`config.mk`:
```
export PLATFORM = sky130hd
export DESIGN_NAME = ksa32_rr_arbiter_flat
export DESIGN_NICKNAME = d
export VERILOG_FILES = /design/src/rtl/ksa32_rr_arbiter_if.sv /design/src/rtl/ksa32_rr_arbiter.sv /design/src/flat_wrapper.sv
export SDC_FILE = /design/constraint.sdc
export NUM_CORES = 1
export LEC_CHECK = 0
export CAP_MARGIN = 15
export CORE_ASPECT_RATIO = 0.75
export CORE_MARGIN = 2
export CORE_UTILIZATION = 43
export CTS_BUF_LIST = sky130_fd_sc_hd__clkbuf_8
export DETAILED_ROUTE_END_ITERATION = 6
export PLACE_DENSITY = 0.88
export SYNTH_ARGS = -nofsm -noshare
export SYNTH_HDL_FRONTEND = slang
export SYNTH_SLANG_ARGS = --single-unit
```
`constraint.sdc`:
```
create_clock -name clk -period 6 [get_ports clk]
set_input_delay 1.2 -clock clk [delete_from_list [all_inputs] [get_ports clk]]
set_output_delay 1.2 -clock clk [all_outputs]
set_load 0.05 [all_outputs]
```
`src/rtl/ksa32_rr_arbiter_if.sv`:
```
// Request/response bundle between the ALU-side requesters and the shared adder arbiter.
// The arbiter owns the slave modport; requesters and the result consumer sit on master.
interface ksa32_rr_arbiter_if #(
  parameter int NUM_REQ = 4,
  parameter int ID_W    = $clog2(NUM_REQ)
);
  logic [NUM_REQ-1:0]    req_valid;
  logic [NUM_REQ-1:0]    req_last;
  logic [2*NUM_REQ-1:0]  req_op;
  logic [32*NUM_REQ-1:0] req_a;
  logic [32*NUM_REQ-1:0] req_b;
  logic [NUM_REQ-1:0]    req_ready;
  logic                  rsp_valid;
  logic                  rsp_ready;
  logic [ID_W-1:0]       rsp_id;
  logic [31:0]           rsp_sum;
  logic                  rsp_cout;
  logic                  rsp_ovf;
  logic                  rsp_zero;
  logic                  chain_abort;

  modport master (
    output req_valid, req_last, req_op, req_a, req_b, rsp_ready,
    input  req_ready, rsp_valid, rsp_id, rsp_sum, rsp_cout, rsp_ovf, rsp_zero, chain_abort
  );

  modport slave (
    input  req_valid, req_last, req_op, req_a, req_b, rsp_ready,
    output req_ready, rsp_valid, rsp_id, rsp_sum, rsp_cout, rsp_ovf, rsp_zero, chain_abort
  );
endinterface

```
`src/rtl/ksa32_rr_arbiter.sv`:
```
// Round-robin arbiter sharing one 32-bit Kogge-Stone adder among NUM_REQ requesters,
// with a grant lock and carry feedback for chained multi-word ADC/SBC sequences.
module ksa32_rr_arbiter #(
  parameter int NUM_REQ = 4,
  parameter int LOCK_TO = 16
) (
  input logic              clk,
  input logic              rst,
  ksa32_rr_arbiter_if.slave bus
);
  localparam int ID_W  = $clog2(NUM_REQ);
  localparam int CNT_W = $clog2(LOCK_TO + 1);

  typedef enum logic {IDLE, LOCKED} state_t;

  state_t          state_q;
  logic [ID_W-1:0] owner_q;
  logic [ID_W-1:0] rr_ptr_q;
  logic            carry_q;
  logic [CNT_W-1:0] idle_cnt_q;

  logic            rsp_valid_q;
  logic [ID_W-1:0] rsp_id_q;
  logic [31:0]     rsp_sum_q;
  logic            rsp_cout_q;
  logic            rsp_ovf_q;
  logic            rsp_zero_q;

  logic [31:0] a_arr  [NUM_REQ];
  logic [31:0] b_arr  [NUM_REQ];
  logic [1:0]  op_arr [NUM_REQ];

  logic            grant_found;
  logic [ID_W-1:0] grant_idx;
  logic [ID_W-1:0] cand;
  logic            out_free;
  logic            accept;
  logic            abort;

  logic [1:0]  op_sel;
  logic [31:0] a_sel;
  logic [31:0] b_eff;
  logic        last_sel;
  logic        cin;
  logic [31:0] sum;
  logic        cout;
  logic        ovf;

  logic [31:0] g_lvl [6];
  logic [31:0] p_lvl [6];

  function automatic logic [ID_W-1:0] ptr_inc(input logic [ID_W-1:0] p);
    return (p == ID_W'(NUM_REQ - 1)) ? '0 : p + 1'b1;
  endfunction

  genvar gi;
  generate
    for (gi = 0; gi < NUM_REQ; gi++) begin : g_slice
      assign a_arr[gi]         = bus.req_a[32*gi +: 32];
      assign b_arr[gi]         = bus.req_b[32*gi +: 32];
      assign op_arr[gi]        = bus.req_op[2*gi +: 2];
      assign bus.req_ready[gi] = accept & (grant_idx == ID_W'(gi)) & ~rst;
    end
  endgenerate

  // While locked only the owner competes; otherwise scan upward from rr_ptr with wrap.
  always_comb begin
    grant_found = 1'b0;
    grant_idx   = '0;
    cand        = '0;
    if (state_q == LOCKED) begin
      grant_found = bus.req_valid[owner_q];
      grant_idx   = owner_q;
    end else begin
      for (int k = 0; k < NUM_REQ; k++) begin
        cand = ID_W'((int'(rr_ptr_q) + k) % NUM_REQ);
        if (!grant_found && bus.req_valid[cand]) begin
          grant_found = 1'b1;
          grant_idx   = cand;
        end
      end
    end
  end

  assign out_free = ~rsp_valid_q | bus.rsp_ready;
  assign accept   = grant_found & out_free;
  assign abort    = (state_q == LOCKED) & ~accept & (idle_cnt_q == CNT_W'(LOCK_TO - 1));

  assign op_sel   = op_arr[grant_idx];
  assign a_sel    = a_arr[grant_idx];
  assign b_eff    = op_sel[0] ? ~b_arr[grant_idx] : b_arr[grant_idx];
  assign last_sel = bus.req_last[grant_idx];
  // Stored carry only feeds ADC/SBC inside a chain; outside one they degrade to ADD/SUB.
  assign cin      = (op_sel[1] && state_q == LOCKED) ? carry_q : op_sel[0];

  // Kogge-Stone prefix tree; cin is folded into the bit-0 generate term.
  assign p_lvl[0] = a_sel ^ b_eff;
  assign g_lvl[0] = (a_sel & b_eff) | {31'b0, p_lvl[0][0] & cin};

  genvar gj;
  generate
    for (gj = 0; gj < 5; gj++) begin : g_ks
      localparam int D = 1 << gj;
      assign g_lvl[gj+1] = g_lvl[gj] | (p_lvl[gj] & (g_lvl[gj] << D));
      assign p_lvl[gj+1] = p_lvl[gj] & ((p_lvl[gj] << D) | ((32'd1 << D) - 32'd1));
    end
  endgenerate

  assign sum  = p_lvl[0] ^ {g_lvl[5][30:0], cin};
  assign cout = g_lvl[5][31];
  assign ovf  = (a_sel[31] == b_eff[31]) & (sum[31] != a_sel[31]);

  always_ff @(posedge clk or posedge rst) begin
    if (rst) begin
      state_q     <= IDLE;
      owner_q     <= '0;
      rr_ptr_q    <= '0;
      carry_q     <= 1'b0;
      idle_cnt_q  <= '0;
      rsp_valid_q <= 1'b0;
      rsp_id_q    <= '0;
      rsp_sum_q   <= '0;
      rsp_cout_q  <= 1'b0;
      rsp_ovf_q   <= 1'b0;
      rsp_zero_q  <= 1'b0;
    end else if (accept) begin
      rsp_valid_q <= 1'b1;
      rsp_id_q    <= grant_idx;
      rsp_sum_q   <= sum;
      rsp_cout_q  <= cout;
      rsp_ovf_q   <= ovf;
      rsp_zero_q  <= (sum == 32'd0);
      carry_q     <= cout;
      idle_cnt_q  <= '0;
      if (last_sel) begin
        state_q  <= IDLE;
        rr_ptr_q <= ptr_inc(grant_idx);
      end else begin
        state_q  <= LOCKED;
        owner_q  <= grant_idx;
      end
    end else begin
      if (bus.rsp_ready) rsp_valid_q <= 1'b0;
      if (state_q == LOCKED) begin
        if (abort) begin
          state_q    <= IDLE;
          rr_ptr_q   <= ptr_inc(owner_q);
          carry_q    <= 1'b0;
          idle_cnt_q <= '0;
        end else begin
          idle_cnt_q <= idle_cnt_q + 1'b1;
        end
      end
    end
  end

  assign bus.rsp_valid   = rsp_valid_q;
  assign bus.rsp_id      = rsp_id_q;
  assign bus.rsp_sum     = rsp_sum_q;
  assign bus.rsp_cout    = rsp_cout_q;
  assign bus.rsp_ovf     = rsp_ovf_q;
  assign bus.rsp_zero    = rsp_zero_q;
  assign bus.chain_abort = abort;
endmodule

```
`src/flat_wrapper.sv`:
```
// flat-port wrapper written by rule: the top's interface ports become plain ports
module ksa32_rr_arbiter_flat 
#(
  parameter int NUM_REQ = 4,
  parameter int LOCK_TO = 16
)
  (clk, rst, bus_req_valid, bus_req_last, bus_req_op, bus_req_a, bus_req_b, bus_rsp_ready, bus_req_ready, bus_rsp_valid, bus_rsp_id, bus_rsp_sum, bus_rsp_cout, bus_rsp_ovf, bus_rsp_zero, bus_chain_abort);
  ksa32_rr_arbiter_if #(.NUM_REQ(NUM_REQ), .ID_W((2))) bus_i ();
  input logic clk;
  input logic rst;
  input wire logic [$bits(bus_i.req_valid)-1:0] bus_req_valid;
  input wire logic [$bits(bus_i.req_last)-1:0] bus_req_last;
  input wire logic [$bits(bus_i.req_op)-1:0] bus_req_op;
  input wire logic [$bits(bus_i.req_a)-1:0] bus_req_a;
  input wire logic [$bits(bus_i.req_b)-1:0] bus_req_b;
  input wire logic [$bits(bus_i.rsp_ready)-1:0] bus_rsp_ready;
  output wire logic [$bits(bus_i.req_ready)-1:0] bus_req_ready;
  output wire logic [$bits(bus_i.rsp_valid)-1:0] bus_rsp_valid;
  output wire logic [$bits(bus_i.rsp_id)-1:0] bus_rsp_id;
  output wire logic [$bits(bus_i.rsp_sum)-1:0] bus_rsp_sum;
  output wire logic [$bits(bus_i.rsp_cout)-1:0] bus_rsp_cout;
  output wire logic [$bits(bus_i.rsp_ovf)-1:0] bus_rsp_ovf;
  output wire logic [$bits(bus_i.rsp_zero)-1:0] bus_rsp_zero;
  output wire logic [$bits(bus_i.chain_abort)-1:0] bus_chain_abort;
  assign bus_i.req_valid = bus_req_valid;
  assign bus_i.req_last = bus_req_last;
  assign bus_i.req_op = bus_req_op;
  assign bus_i.req_a = bus_req_a;
  assign bus_i.req_b = bus_req_b;
  assign bus_i.rsp_ready = bus_rsp_ready;
  assign bus_req_ready = bus_i.req_ready;
  assign bus_rsp_valid = bus_i.rsp_valid;
  assign bus_rsp_id = bus_i.rsp_id;
  assign bus_rsp_sum = bus_i.rsp_sum;
  assign bus_rsp_cout = bus_i.rsp_cout;
  assign bus_rsp_ovf = bus_i.rsp_ovf;
  assign bus_rsp_zero = bus_i.rsp_zero;
  assign bus_chain_abort = bus_i.chain_abort;
  ksa32_rr_arbiter #(.NUM_REQ(NUM_REQ), .LOCK_TO(LOCK_TO)) u_core (.clk(clk), .rst(rst), .bus(bus_i));
endmodule
```
==> results of run 1 <==
synthesized netlist by cell type, drive strengths merged (15+ instances only):
master / n / share of area, %
buf: 15 / 1.0
dfrtp: 49 / 19
xnor2: 36 / 4.8
nor2: 41 / 2.4
a21oi: 44 / 3.5
o21ai: 39 / 3.2
nand2: 334 / 19
and3: 73 / 7.0
ha: 37 / 7.1
clkbuf: 50 / 2.9
a31oi: 67 / 6.4
inv: 17 / 0.98
nand3: 18 / 1.4
logic make-up (layout without fill, tap and decap cells):
group                    count (synthesis)  count (layout)
AO/OA/AOI/OAI                          231             231
AND/OR/NAND/NOR                        527             527
flip-flops                              49              49
XOR/XNOR                                49              49
adder cells (fa/ha/maj)                 39              39
buffers and inverters                   82             475
multiplexers                            14              14
worst max-delay path: cells and delay by family:
| kind | cells | cell delay, ps |
|---|---|---|
| AOI/OAI and AO/OA | 12 | 2500 |
| buffers and inverters | 4 | 1070 |
| and+or+nand+nor | 3 | 720 |
| adders and majority gates | 1 | 370 |
| xor gates and xnor gates | 1 | 150 |
layout make-up:
class	count	area, um2	share of cell area [%]
Tap cell	200	250	2.27
Timing Repair Buffer	450	4250	38.6
Clock buffer	5	68.8	0.625
Inverter	17	66.3	0.603
Clock inverter	3	21.3	0.193
Multi-Input combinational cell	860	5120	46.5
Sequential cell	49	1230	11.1
worst max-delay path by stage:
stage                     startpoint                              end  slack [ps]  depth (start not counted)
global placement    bus_req_valid[0]  u_core.bus.rsp_zero$_DFFE_PP0P_           9                         22
floorplan           bus_req_valid[0]  u_core.bus.rsp_zero$_DFFE_PP0P_         280                         22
CTS                 bus_req_valid[0]  u_core.bus.rsp_zero$_DFFE_PP0P_         110                         23
detailed placement  bus_req_valid[0]  u_core.bus.rsp_zero$_DFFE_PP0P_        -220                         23
finish              bus_req_valid[2]  u_core.bus.rsp_zero$_DFFE_PP0P_         220                         21
global route        bus_req_valid[2]  u_core.bus.rsp_zero$_DFFE_PP0P_          40                         22
metrics by stage:
stage               area (um2)  cells  setup slack (ps)
floorplan                 6510    991               276
global placement         10800   1574              9.16
detailed placement       10800   1574              -222
CTS                      10900   1582               106
global route             11000   1584              44.2
finish                   11000   1584               222
flip-flops by register name (all words and copies together), names as in the netlist:
register	cells
u_core.bus.rsp_cout	1
u_core.bus.rsp_id	2
u_core.bus.rsp_ovf	1
u_core.bus.rsp_sum	32
u_core.bus.rsp_valid	1
u_core.bus.rsp_zero	1
u_core.carry_q	1
u_core.idle_cnt_q	5
u_core.owner_q	2
u_core.rr_ptr_q	2
u_core.state_q	1
timing repair:
action | CTS | global route
endpoints found under the setup margin | 0 | 3
gates resized for setup | 0 | 28
setup buffers | 0 | 2
routing by layer:
layer / up-vias / routed length (um) / global-route usage, % / share of wire [%]
met4: 0 / 820 / 10.4 / 3.1
li1: 4277 / - / - / -
met5: - / 0 / 0 / 0
met3: 70 / 1710 / 5.29 / 6.4
met1: 4020 / 11200 / 38.9 / 42
met2: 371 / 13100 / 58.3 / 49
==> implementation parameters, run 1 <==
Parameter                              Value

Outcome
  Run status ... finished clean

Finish
  Most common library cell in the layout ignoring fill and taps ... sky130_fd_sc_hd__nand2_1
  Top library cells by usage in the layout, fill and taps aside ... sky130_fd_sc_hd__nand2_1, sky130_fd_sc_hd__clkdlybuf4s50_1, sky130_fd_sc_hd__buf_4, sky130_fd_sc_hd__and3_1, sky130_fd_sc_hd__a31oi_1
  Number of antenna diodes ... 0
  Number of nets in the layout ... approximately 1.7k
  Number of filler instances in the final layout ... roughly 1.2k
  Proportion of layout cells with a drive suffix above 1 ... a little over an eighth
  Post-layout util ... approximately three quarters
  Syn-to-layout area delta ... 68.9%

Timing
  Final number of max-transition violations ... 0
  TNS Setup ... 0 ps
  Setup repair after global routing missed its margin ... false
  Transition time of the tightest slew-check pin ... approximately 860 ps
  Final setup skew ... ~6.3 ps
  Time the final worst path needs with I/O delays and setup ... around 5800 ps
  Relative slew slack ... between 40% and 50%
  Highest attainable clock frequency ... around 170 MHz
  Number of hold-slack violations in the final timing report ... 0
  Setup violators final ... 0
  Post-Route Hold Slack ... slightly below 500 ps
  Period Utilization, post-route ... a little over nine tenths

Worst setup path
  Data arrival time of the critical path ... roughly 6000 ps
  Critical-path maximum fanout ... 11
  FF-to-FF setup slack ... between 1000 and 1500 ps
  Longest individual stage delay on the worst path ... 550 ps
  Element type at the critical path start ... input pin
  R2R cell count ... 21
  Req. time, crit path ... about 6200 ps
  Terminus of the critical flop-to-flop path ... u_core.bus.rsp_zero$_DFFE_PP0P_
  Cells traversed along the worst timing path ... clkdlybuf4s50_1 > o21a_1 > o22ai_2 > o21ai_4 > buf_4 > nand2_1 > nand3_1 > o21ai_4 > buf_4 > buf_4 > xnor2_1 > ha_1 > o211ai_1 > a21oi_2 > o31ai_4 > a211o_1 > a211o_1 > o2111a_1 > a211o_1 > or4b_1 > o21ai_1
  Type of the worst setup path ... input pin to flop
  Endpoint type of the worst setup path ... flop
  Crit path max-delay cell type ... sky130_fd_sc_hd__clkdlybuf4s50_1
  Startpoint of the worst-slack reg-to-reg timing path ... u_core.rr_ptr_q[1]$_DFFE_PP0P_

Die
  Overall die height ... 111 um
  Die Width ... 146 um
  Core Box Area ... roughly 15,000 um2
  Starting density of the core ... around 44%
  Number of rows created at floorplan ... 38
  Top-Level Pins ... about 320
  Full die area ... 16,200 um2

Placed design
  GPL Wtd Cong ... between 0.9 and 1
  HPWL Detailed ... 21,900 um
  Number of port buffers ... ~320

Synthesis
  Number of synthesized flops with an enable pin ... 0
  Share of synthesized area occupied by flip-flops and latches ... about a fifth
  Simple-gate share of the synthesized area ... between 30% and 40%
  Async SR Flop Fraction ... 100%
  Synthesized instance count ... ~990
  XOR/XNOR Fraction of Synth Area ... under 10%
  Syn_area_per_cell ... around 6.6 um2
  Count of different cell masters after synthesis ... between 60 and 70
  Adder and majority cell fraction of the synthesized area ... roughly 7.7%
  Synthesized area ... about 6500 um2
  Primary flip-flop cell chosen by synthesis mapping ... sky130_fd_sc_hd__dfrtp_1
  Area fraction in compound gates after synthesis ... a little under a quarter
  Portion of netlist area occupied by mux cells ... 2.46%
  Count of state elements after synthesis ... between 40 and 50
  Nets in the synthesized netlist ... roughly 1.3k
  Main combinational cell family by area after synthesis ... simple AND/OR/NAND/NOR gates
  Count of synthesis-stage warnings from yosys ... 0

Global routing
  GR Overflow Total ... 0
  Initial antenna violation count ... 0
  GR Util All Layers ... roughly a third
  First-pass GRT wire length ... ~43,000 um
  Pin count of the biggest net entering global routing ... 38
  Via count of the first global-routing pass ... a little under 9k

Clock network
  Worst-case clock buffer depth ... 2
  CTS buffer count ... 5
  Clock root buffer master ... sky130_fd_sc_hd__clkbuf_8
  Total clock sinks ... 49
  Clock tree from TritonCTS ... built
  Clock transition at the registers of the reported paths ... ~90 ps
  Clock latency of the later-clocked register in the worst-skew pair ... 310 ps
  Number of hold-repair buffers added at the cts stage ... 0
  Total number of H-tree levels ... 2

Worst hold path
  Worst min path class ... flop to flop
  Cell count of the worst hold path ... 2
  Startpoint of the lowest-slack hold path ... u_core.bus.rsp_sum[6]$_DFFE_PP0P_
  Worst Hold End ... u_core.bus.rsp_sum[6]$_DFFE_PP0P_

Drt
  Average wire per standard cell ... about 17 um
  TritonRoute pass-1 iters ... 5
  Antenna viol nets, final ... 0
  DRC violation count after routing ... 0
  Via count ... 8,738
  Total detailed-routing wirelength ... 26,800 um
  Detailed router's first-iteration violation count ... between 600 and 700
  Average via count per standard cell ... around 5.5

Job
  Max-capacitance violation count ... 0
Power of run 1 is left out: the tool's default activity adds up to more than one toggle a clock period on the data nets, which glitch-free logic cannot reach.
==> run 2, diff against run 1 <==
CAP_MARGIN = 20   (was 15)
==> results of run 2 <==
Same layout as run 1: the final DEF is identical, and so are final timing and power.
Power of run 2 is left out for the same reason.
==> run 3, diff against run 2 <==
SKIP_CTS_REPAIR_TIMING = 1   (was not set)
clock period = 5.8 ns   (was 6 ns; I/O delays follow)
==> implementation parameters, run 3 (synthesis results as in run 1) <==
Parameter                              Value

Outcome
  Run status ... complete, but fails checks
  Violations in the final reports ... DRC

Die
  Top-Level Pins ... between 300 and 400
  Die Width ... ~150 um
  Starting density of the core ... between 40 and 50%
  Core Box Area ... 14,600 um2
  Overall die height ... between 100 and 150 um
  Number of rows created at floorplan ... 38
  Full die area ... ~16,000 um2

Worst setup path
  Critical Path Start ... bus_req_valid[3]
  Data arrival time of the critical path ... just under 6000 ps
  Category of cells accounting for the largest share of critical-path delay ... compound AO/OA/AOI/OAI gates
  Crit path max-delay cell type ... sky130_fd_sc_hd__clkdlybuf4s50_1
  Req. time, crit path ... roughly 6000 ps
  Critical-path maximum fanout ... 7
  Startpoint of the worst-slack reg-to-reg timing path ... u_core.rr_ptr_q[1]$_DFFE_PP0P_
  Cells traversed along the worst timing path ... clkdlybuf4s50_1 > buf_4 > a21oi_1 > o41ai_4 > buf_12 > buf_4 > o21ai_4 > buf_4 > xor2_2 > fa_2 > inv_1 > fa_1 > a211oi_2 > o21ai_2 > buf_4 > nand3_1 > a21oi_1 > o21ai_2 > and2_1 > o311ai_1 > or4b_1 > o21ai_1
  Type of the worst setup path ... input pin to flop
  Most common cell on crit path ... sky130_fd_sc_hd__buf_4
  Endpoint type of the worst setup path ... flop
  Longest individual stage delay on the worst path ... about 500 ps
  Element type at the critical path start ... input pin
  Number of buffer and inverter instances along the worst setup path ... 7

Global routing
  GR Util All Layers ... between 30% and 40%
  Pin count of the biggest net entering global routing ... 62
  Initial antenna violation count ... 0
  First-pass GRT wire length ... 42,000 um
  GR Overflow Total ... 0
  Via count of the first global-routing pass ... approximately 8.7k

Finish
  Top library cells by usage in the layout, fill and taps aside ... sky130_fd_sc_hd__nand2_1, sky130_fd_sc_hd__clkdlybuf4s50_1, sky130_fd_sc_hd__buf_4, sky130_fd_sc_hd__and3_1, sky130_fd_sc_hd__a31oi_1
  Proportion of layout cells with a drive suffix above 1 ... 15.3%
  Most common library cell in the layout ignoring fill and taps ... sky130_fd_sc_hd__nand2_1
  Number of antenna diodes ... 0
  Syn-to-layout area delta ... 73.3%
  Final non-filler cell area ... about 11,000 um2
  Number of flip-flops in the largest register ... 32
  Number of nets in the layout ... around 1.7k

Drt
  TritonRoute pass-1 iters ... 7
  Antenna viol nets, final ... 0
  DRC violation count after routing ... 4
  Via count ... about 9.0k
  Average wire per standard cell ... ~17 um
  Detailed router's first-iteration violation count ... roughly 720
  Total detailed-routing wirelength ... 27,800 um
  Average via count per standard cell ... around 5.6

Timing
  Transition time of the tightest slew-check pin ... between 700 and 800 ps
  Number of hold-slack violations in the final timing report ... 0
  Final setup skew ... 4.64 ps
  Relative slew slack ... 52.0%
  Final number of max-transition violations ... 0
  Period Utilization, post-route ... 97.0%
  Setup violators final ... 0
  Highest attainable clock frequency ... roughly 180 MHz
  Time the final worst path needs with I/O delays and setup ... ~5600 ps
  Post-Route Hold Slack ... roughly 480 ps

Clock network
  CTS buffer count ... 5
  Total clock sinks ... just under 50
  Clock root buffer master ... sky130_fd_sc_hd__clkbuf_8
  Clock latency of the later-clocked register in the worst-skew pair ... roughly 300 ps
  Total number of H-tree levels ... 2
  Clock tree from TritonCTS ... built
  Worst-case clock buffer depth ... 2
  Clock transition at the registers of the reported paths ... about 90 ps

Placed design
  Dpl cell area ... between 10,000 and 15,000 um2
  HPWL Detailed ... ~22,000 um
  Number of port buffers ... approximately 320
  GPL Wtd Cong ... a little under 1

Worst hold path
  Startpoint of the lowest-slack hold path ... u_core.bus.rsp_sum[14]$_DFFE_PP0P_
  Worst min path class ... flop to flop

Job
  Max-capacitance violation count ... 0
[run 3: worst reg2reg max path: stages (launching register included)]
cell and delay, ps:
sky130_fd_sc_hd__dfrtp_1 490, sky130_fd_sc_hd__a21oi_1 210, sky130_fd_sc_hd__o21a_1 150, sky130_fd_sc_hd__o22ai_2 90, sky130_fd_sc_hd__o21ai_4 350, sky130_fd_sc_hd__buf_12 190, sky130_fd_sc_hd__nand2_1 60, sky130_fd_sc_hd__and3_1 180
sky130_fd_sc_hd__a31oi_2 200, sky130_fd_sc_hd__xor2_2 200, sky130_fd_sc_hd__fa_2 240, sky130_fd_sc_hd__inv_1 60, sky130_fd_sc_hd__fa_1 470, sky130_fd_sc_hd__a211oi_2 360, sky130_fd_sc_hd__o21ai_2 150, sky130_fd_sc_hd__buf_4 180
sky130_fd_sc_hd__nand3_1 80, sky130_fd_sc_hd__a21oi_1 150, sky130_fd_sc_hd__o21ai_2 220, sky130_fd_sc_hd__and2_1 210, sky130_fd_sc_hd__o311ai_1 150, sky130_fd_sc_hd__or4b_1 490, sky130_fd_sc_hd__o21ai_1 130
[run 3: final timing paths]
path	cells after the start	end	slack, ps
min reg2reg	2	u_core.bus.rsp_sum[14]$_DFFE_PP0P_	480
min in group asynchronous	2	u_core.bus.rsp_sum[25]$_DFFE_PP0P_	1150
max in group asynchronous	3	u_core.bus.rsp_valid$_DFFE_PP0P_	3890
max	22	u_core.bus.rsp_zero$_DFFE_PP0P_	180
max reg2reg	22	u_core.bus.rsp_zero$_DFFE_PP0P_	760
min	2	u_core.bus.rsp_sum[14]$_DFFE_PP0P_	480
[run 3: layout make-up]
cell class                      instances  area [um2]
Sequential cell                        49        1230
Tap cell                              200         250
Fill cell                            1111        3360
Clock inverter                          1        3.75
Inverter                               17        66.3
Timing Repair Buffer                  475        4490
Multi-Input combinational cell        860        5170
Clock buffer                            6        82.6
[run 3: per-stage QoR]
step | utilization, % | setup TNS, ps | worst slack (ps) | cells
finish | 77.1 | 0 | 176 | 1608
global route | 77.1 | -34.8 | -34.8 | 1608
CTS | 74.8 | -515 | -362 | 1595
detailed placement | 74.2 | -2120 | -658 | 1588
global placement | 74.2 | -241 | -241 | 1588
floorplan | - | 0 | 116 | 991
[run 3: layer usage]
metal	up-vias	part of all wire, %	global-route usage [%]
met3	64	7.3	5.29
met5	-	0	0
met2	438	50	58.8
met4	0	2.9	9.51
li1	4324	-	-
met1	4173	40	36.7
Power of run 3 is left out for the same reason.
